[src/rtl/generic_fifo_rd_ctrl.sv]
// generic_fifo_rd_ctrl
// Read-side drain controller for the generic FIFO. Issues fifo_re only when
// the FIFO is non-empty and the 2-entry skid buffer can absorb the word
// returning one cycle later. Output is a valid/ready stream. In burst mode the
// controller waits for the FIFO almost-empty flag to drop, then drains exactly
// BL words and tags the final one with out_last.

module generic_fifo_rd_ctrl #(
  parameter int dw  = 8,
  parameter int BL  = 16,
  parameter int BLW = 8
) (
  input  logic          clk,
  input  logic          rst,
  input  logic          clr,
  input  logic          burst_mode,
  output logic          fifo_re,
  input  logic [dw-1:0] fifo_dout,
  input  logic          fifo_empty,
  input  logic          fifo_empty_n,
  output logic [dw-1:0] out_data,
  output logic          out_valid,
  input  logic          out_ready,
  output logic          out_last,
  output logic          busy
);

  typedef enum logic [1:0] {
    ST_IDLE   = 2'd0,
    ST_STREAM = 2'd1,
    ST_BURST  = 2'd2
  } state_t;

  localparam logic [BLW-1:0] BL_C    = BLW'(BL);
  localparam logic [BLW-1:0] REM_ONE = {{(BLW-1){1'b0}}, 1'b1};
  localparam logic [BLW-1:0] REM_ZERO = {BLW{1'b0}};

  state_t         state_r;
  state_t         state_nxt_s;
  logic [BLW-1:0] rem_r;
  logic [BLW-1:0] rem_nxt_s;

  // Skid buffer: two {last,data} entries with 1-bit pointers and a fill count.
  logic [dw:0]    skid_r [0:1];
  logic           rd_ptr_r;
  logic           wr_ptr_r;
  logic [1:0]     cnt_r;

  // A read was issued last cycle; its word is on fifo_dout this cycle.
  logic           inflight_r;
  logic           inflight_last_r;

  logic           pop_s;
  logic           push_s;
  logic           gate_s;
  logic           re_s;
  logic           last_tag_s;
  logic [1:0]     occ_s;

  // Read legality: FIFO has data, skid can take the returning word, FSM allows it.
  always_comb begin
    pop_s  = (cnt_r != 2'd0) & out_ready;
    push_s = inflight_r;
    occ_s  = cnt_r + {1'b0, inflight_r};
    case (state_r)
      ST_IDLE:   gate_s = 1'b0;
      ST_STREAM: gate_s = 1'b1;
      ST_BURST:  gate_s = (rem_r != REM_ZERO);
      default:   gate_s = 1'b0;
    endcase
    re_s       = ~fifo_empty & ((occ_s < 2'd2) | pop_s) & gate_s & ~clr & ~rst;
    last_tag_s = (state_r == ST_BURST) & (rem_r == REM_ONE);
  end

  // Next-state and burst-remaining computation.
  always_comb begin
    state_nxt_s = state_r;
    rem_nxt_s   = rem_r;
    case (state_r)
      ST_IDLE: begin
        if (!burst_mode) begin
          state_nxt_s = ST_STREAM;
        end else if (!fifo_empty_n) begin
          state_nxt_s = ST_BURST;
          rem_nxt_s   = BL_C;
        end else begin
          state_nxt_s = ST_IDLE;
        end
      end
      ST_STREAM: begin
        if (burst_mode) begin
          state_nxt_s = ST_IDLE;
        end else begin
          state_nxt_s = ST_STREAM;
        end
      end
      ST_BURST: begin
        if (re_s) begin
          rem_nxt_s = rem_r - REM_ONE;
          if (rem_r == REM_ONE) begin
            state_nxt_s = ST_IDLE;
          end else begin
            state_nxt_s = ST_BURST;
          end
        end else begin
          state_nxt_s = ST_BURST;
        end
      end
      default: begin
        state_nxt_s = ST_IDLE;
        rem_nxt_s   = REM_ZERO;
      end
    endcase
  end

  // FSM state and burst counter registers; rst and clr both return to IDLE.
  always_ff @(posedge clk) begin
    if (rst || clr) begin
      state_r <= ST_IDLE;
      rem_r   <= REM_ZERO;
    end else begin
      state_r <= state_nxt_s;
      rem_r   <= rem_nxt_s;
    end
  end

  // In-flight tracking and skid control; a word in flight during clr is dropped.
  always_ff @(posedge clk) begin
    if (rst || clr) begin
      inflight_r      <= 1'b0;
      inflight_last_r <= 1'b0;
      rd_ptr_r        <= 1'b0;
      wr_ptr_r        <= 1'b0;
      cnt_r           <= 2'd0;
    end else begin
      inflight_r      <= re_s;
      inflight_last_r <= last_tag_s;
      if (push_s) begin
        wr_ptr_r <= ~wr_ptr_r;
      end else begin
        wr_ptr_r <= wr_ptr_r;
      end
      if (pop_s) begin
        rd_ptr_r <= ~rd_ptr_r;
      end else begin
        rd_ptr_r <= rd_ptr_r;
      end
      case ({push_s, pop_s})
        2'b10:   cnt_r <= cnt_r + 2'd1;
        2'b01:   cnt_r <= cnt_r - 2'd1;
        default: cnt_r <= cnt_r;
      endcase
    end
  end

  // Skid storage; contents need no reset because cnt_r qualifies them.
  always_ff @(posedge clk) begin
    if (push_s && !rst && !clr) begin
      skid_r[wr_ptr_r] <= {inflight_last_r, fifo_dout};
    end else begin
      skid_r[wr_ptr_r] <= skid_r[wr_ptr_r];
    end
  end

  assign fifo_re   = re_s;
  assign out_data  = skid_r[rd_ptr_r][dw-1:0];
  assign out_valid = (cnt_r != 2'd0);
  assign out_last  = (cnt_r != 2'd0) & skid_r[rd_ptr_r][dw];
  assign busy      = (state_r != ST_IDLE) | (cnt_r != 2'd0) | inflight_r;

endmodule
[config.mk]
export PLATFORM = sky130hd
export DESIGN_NAME = generic_fifo_rd_ctrl
export DESIGN_NICKNAME = d
export VERILOG_FILES = /design/src/rtl/generic_fifo_rd_ctrl.sv
export SDC_FILE = /design/constraint.sdc
export NUM_CORES = 1
export LEC_CHECK = 0
export ABC_CLOCK_PERIOD_IN_PS = 1900
export BUFFER_PORTS_ARGS = -buffer_cell sky130_fd_sc_hd__buf_2
export CORE_ASPECT_RATIO = 1.1
export CORE_MARGIN = 4
export CORE_UTILIZATION = 45
export DETAILED_ROUTE_END_ITERATION = 8
export GPL_ROUTABILITY_DRIVEN = 0
export MAX_ROUTING_LAYER = met4
export PLACE_DENSITY = 0.69
export SETUP_SLACK_MARGIN = 0.3
export SYNTH_ARGS = -nofsm -noshare
export SYNTH_HDL_FRONTEND = slang
export SYNTH_SLANG_ARGS = --single-unit
export TNS_END_PERCENT = 1
[constraint.sdc]
create_clock -name clk -period 1.9 [get_ports clk]
set_input_delay 0.38 -clock clk [delete_from_list [all_inputs] [get_ports clk]]
set_output_delay 0.38 -clock clk [all_outputs]
set_load 0.05 [all_outputs]
# Word-level counts from Yosys, hierarchy flattened
# Memory sizes are Yosys's and may differ from the RTL's. A register that Yosys moved wholly into a read port is not among the register bits.
# Index checks and enable logic that the tools add are counted.
# W data, S select, Z words.
# totals
register_bits	16
out_inout_bits	12
ramBits	18
n_memories	1
# classes
order_cmp	1
bitwise	17
n_mux	18
n_reduce_logical	12
add_sub_neg	4
eq_ne	9
# mem_list
name	depth	word_bits	rd	rd_ports_with_merged_regs	wr	line	rtl
skid_r	2	9	1	1	1	44	logic [dw:0] skid_r [0:1];
# op_table
cell	n
$mux W8	3
$pmux W8 S3	1
$mux W9	1
$eq A8 B1 Y1 const B	1
$mux W2	4
$reduce_bool A8 Y1	1
$sub A8 B1 Y8 const B	1
$and A1 B1 Y1	7
$mux W1	6
$ne A2 B2 Y1 const B	3
$not A1 Y1	6
$pmux W2 S3	1
$reduce_bool A2 Y1	3
$eq A2 B1 Y1 const B	2
$eq A2 B2 Y1 const B	2
$or A1 B1 Y1	4
$pmux W2 S2	1
$reduce_and A4 Y1	1
$add A2 B1 Y2	1
$add A2 B1 Y2 const B	1
$logic_and A1 B1 Y1	2
$logic_not A1 Y1	2
$logic_not A2 Y1	1
$lt A2 B2 Y1 const B	1
5 further kinds	5

# Longest topological paths before layout
# logic_depth
depth_word	9
mapped_depth	7
mapped_depth_nobuf	7

# Least setup slack after synthesis
# OpenSTA, ideal clock, no wires.
# synth_path
path_kind	input port to output port
from	input clr
to	output fifo_re
cell_stages	5
required_ns	1.520
path_slack_ns	-0.234
arrival_time_ns	1.754
path_cell_list	or2_1 buf_6 nor3b_4 nand2_1 nor2_1
# synth_via
elab_chain_cells	3
# synth_lines
item	line	rtl
start, declared	15	input logic clr,
$not A1 Y1	71	re_s = ~fifo_empty & ((occ_s < 2'd2) | pop_s) & gate_s & ~clr & ~rst;
$and A1 B1 Y1 (2 in a row)	71	
end, declared	17	output logic fifo_re,
# No other way between the ends.

# Worst setup path after layout
# layout_path
from	register rem_r[5]
to	output fifo_re
# layout_via
elab_chain_cells	5
# layout_lines
item	line	rtl
start, declared	40	logic [BLW-1:0] rem_r;
start signal, assigned	123	rem_r <= rem_nxt_s;
$reduce_bool A8 Y1	68	ST_BURST: gate_s = (rem_r != REM_ZERO);
$pmux W1 S2	65	case (state_r)
$and A1 B1 Y1 (3 in a row)	71	
# No other way between the ends.

==> summary.txt <==
Outcome
  – Violations in the final reports: negative setup slack
  – Run status: finished with violations

Min path
  – Class of the worst hold path: in -> reg

Die
  – Count of standard-cell rows: 22
  – Die Y: 71.25 um
  – Number of top-level pins: 27
  – Core box area: between 3000 and 4000 um2
  – Starting density of the core: 47.95%
  – Die Span X: 65.50 um
  – Floorplan die area: 4667 um2

STA
  – Final setup skew: approximately 0.0063 ns
  – Final number of hold-violating endpoints: 0
  – Final number of setup-violating endpoints: 1
  – Setup repair after global routing missed its margin: yes
  – Tcrit/Tclk final: 104.3%
  – Setup WS post-layout: -0.08258 ns
  – Worst-Margin Slew: 0.4425 ns
  – Tmin final: 1.983 ns
  – Slew Viols, Final: 0
  – Timing-limited maximum frequency: 504.4 MHz
  – Headroom to the max-slew limit: between 70% and 80%

Placement
  – DPL Wire Length: 2423 um
  – Number of I/O port buffers: 26
  – DP Worst Slack: 0.04307 ns

Logic synthesis
  – Top area cells in the synthesized netlist: edfxtp_1 33%, dfxtp_1 21%, ha_1 6.1%
  – Share of the synthesized area in the top cell type: 33.03%
  – Mapped Nets: 171
  – Number of synthesis warnings: 0
  – Synthesis-stage register bit count: 35
  – Synth cell types: 35
  – Main synth FF type: edfxtp_1
  – Seq/Total Area, Yosys: 53.82%
  – Post-synthesis area per instance: 11.06 um2
  – Number of flops mapped to enable cells by yosys: 18
  – Leading area contributor after synthesis: edfxtp_1
  – Cell count after synthesis: 148
  – Total standard cell area after synthesis: 1637 um2
  – FFs w/ async S/R, synth: 0%

Finish
  – Fraction of final layout cells with drive strength greater than 1: 42.05%
  – Area added between synthesis and finish: 34.48%
  – Fraction of the core area covered by cells at the end of the flow: 64.48%
  – Diode count: 0
  – Net count, final: 217

Clock tree
  – Clock Tree Buf Depth: 2
  – Clk pin slew, worst setup/hold paths: about 0.1 ns
  – TritonCTS clock tree: done
  – Post-CTS Hold Fix Bufs: 0
  – CTS Root Cell: clkbuf_4
  – Clock latency on the worst-skew pair: about 0.33 ns
  – Number of buffers added by the clock tree synthesis step: 5
  – CTS Sinks: 35
  – H-Tree Level Count: 2

Power
  – Total power per unit cell area: 633.8 nW/um2
  – Relative contribution of combinational cells to total power: between 10% and 20%
  – Worst VDD drop: 0.3114 mV
  – Leak pwr: 0.0008518 uW
  – Part of the power in the clock network: 27.1%
  – Fraction of power spent switching nets: ~25%
  – Sequential cell fraction of total power: 58.1%
  – Internal power contribution: approximately 1000 uW
  – Net Sw Power: about 350 uW

Worst setup path
  – Critical Path Sink Type: primary output
  – CP peak stage delay: 0.35 ns
  – Worst endpoint required time: 1.52 ns
  – Crit path cell chain: nor4_4 > and2_4 > nand2_2 > a21oi_4 > nor2_4 > buf_8
  – Crit path buf inv count: 1
  – Startpoint type of the worst setup path: register
  – Start-to-end type of the worst setup path: reg -> out
  – Crit path max fanout: 2
  – Cell family contributing the most delay on the critical path: simple AND/OR/NAND/NOR gates
  – Critical path arrival: 1.60 ns
  – Slowest cell on the critical path: dfxtp_2

Global route
  – Overall routing resource usage: between 15 and 20%
  – Via count of the first global-routing pass: 1312
  – Initial antenna violation count: 0
  – Total gr overflow: 0
  – Wire length of the first global-routing pass: 5692 um
  – Largest net degree at the start of global routing: 14

Detailed routing
  – Drt drc: 0
  – Routed via count: ~1.3k
  – Length of the first detailed-routing pass in iterations: 4
  – WL final: approximately 3400 um
  – Number of violations reported at the end of detailed-routing iteration 0: 54
  – Number of nets with antenna violations after detailed routing: 0
  – Number of vias per cell: 5.370
  – WL/cell: 14.12 um

Flow run
  – Max-Cap Viols: 0
cell usage after synthesis (all sizes together), types with 5 or more instances:
cell type	n
inv	6
mux2	8
or3	7
a21oi	10
o21ai	7
nor2	17
edfxtp	18
nand2	9
nor3	5
ha	8
nand4	5
dfxtp	17
stage by stage:
stage / std cells / instance area, um2 / setup TNS (ns) / total power [uW] / hold slack, ns
finish: 243 / 2201 / -0.08258 / 1395 / 0.2166
global route: 243 / 2201 / -0.2062 / 1469 / 0.2080
CTS: 239 / 2118 / -0.1011 / 1377 / 0.2144
detailed placement: 228 / 1876 / 0 / 979.2 / 0.4256
global placement: 228 / 1876 / 0 / 974.0 / 0.4078
floorplan: 148 / 1644 / 0 / 921.0 / 0.4037
worst register-to-register path, stage by stage, from the launching register on:
cell,delay (ns)
dfxtp_2,0.34
inv_1,0.11
ha_4,0.21
nor3b_4,0.15
buf_4,0.14
a21boi_2,0.38
nor3_1,0.12
o221a_1,0.26
metal layers:
layer | vias up | GRT usage [%] | share of wire (%)
li1 | 630 | - | -
met1 | 630 | 18.76 | 41
met2 | 37 | 25.87 | 51
met3 | 8 | 3.918 | 5.9
met4 | 0 | 6.221 | 1.7
met5 | - | - | 0
layout by cell type, fill, tap and decap left out, types with 2 or more instances in the layout:
cell / n
a21oi_1: 9
buf_2: 15
buf_4: 15
buf_6: 2
buf_8: 10
clkbuf_4: 5
dfxtp_1: 7
dfxtp_2: 9
edfxtp_1: 18
ha_1: 6
inv_1: 5
mux2_4: 8
nand2_1: 7
nand2_2: 2
nand2b_1: 2
nand3_1: 2
nand4_1: 5
nor2_1: 15
nor2_4: 2
nor2b_2: 2
nor3_1: 5
o21ai_0: 7
or3_1: 7
xnor2_1: 3
what timing repair did:
item | 4_1_cts | 5_1_grt
buffers inserted | 3 | 4
setup endpoints to repair | 21 | 21
pin swaps | 6 | 7
resized for setup | 53 | 14
power groups by stage:
stage                     logic (uW)  clock network, uW  registers, uW
final                            206                379            810
after global routing             225                431            812
after CTS                        179                388            810
after detailed placement         153                  0            826
after global placement           148                  0            826
after floorplan                 96.1                  0            825
cell families (layout without fill, tap and decap cells):
| logic type | count (synthesis) | count (layout) | synth area share (%) |
|---|---|---|---|
| adders and majority gates | 8 | 8 | 6.116 |
| DFF | 35 | 35 | 53.82 |
| AOI/OAI and AO/OA | 23 | 23 | 8.639 |
| buffers and inverters | 9 | 56 | 2.981 |
| and+or+nand+nor | 59 | 59 | 19.34 |
| xor gates and xnor gates | 4 | 4 | 2.141 |
| muxes | 10 | 10 | 6.957 |
layout make-up:
cell class                 count  area (um2)
fill                         278        1212
sequential                    35       895.9
multi-input combinational    104       812.0
timing repair buffer          42       360.3
tap                           48       60.06
clock buffer                   6       41.29
inverter                       6       22.52
clock inverter                 2       8.758
final timing paths:
| kind | from | end | slack [ns] | cells past startpoint |
|---|---|---|---|---|
| hold / removal | burst_mode | state_r[0]$_SDFF_PP0_ | 0.22 | 2 |
| setup reg to reg | state_r[1]$_SDFF_PP0_ | rem_r[4]$_SDFFE_PP0P_ | 0.09 | 7 |
| hold reg to reg | inflight_last_r$_SDFF_PP0_ | skid_r[1][8]$_DFFE_PP_ | 0.45 | 0 |
| setup / recovery | rem_r[5]$_SDFFE_PP0P_ | fifo_re | -0.08 | 6 |
registers in the layout, summed over array words and instances (netlist names), named ones only:
signal           cells
inflight_r           1
state_r              2
cnt_r                2
rem_r                8
wr_ptr_r             1
rd_ptr_r             1
inflight_last_r      1
skid_r              18
Power figures use the tool's default switching activity.
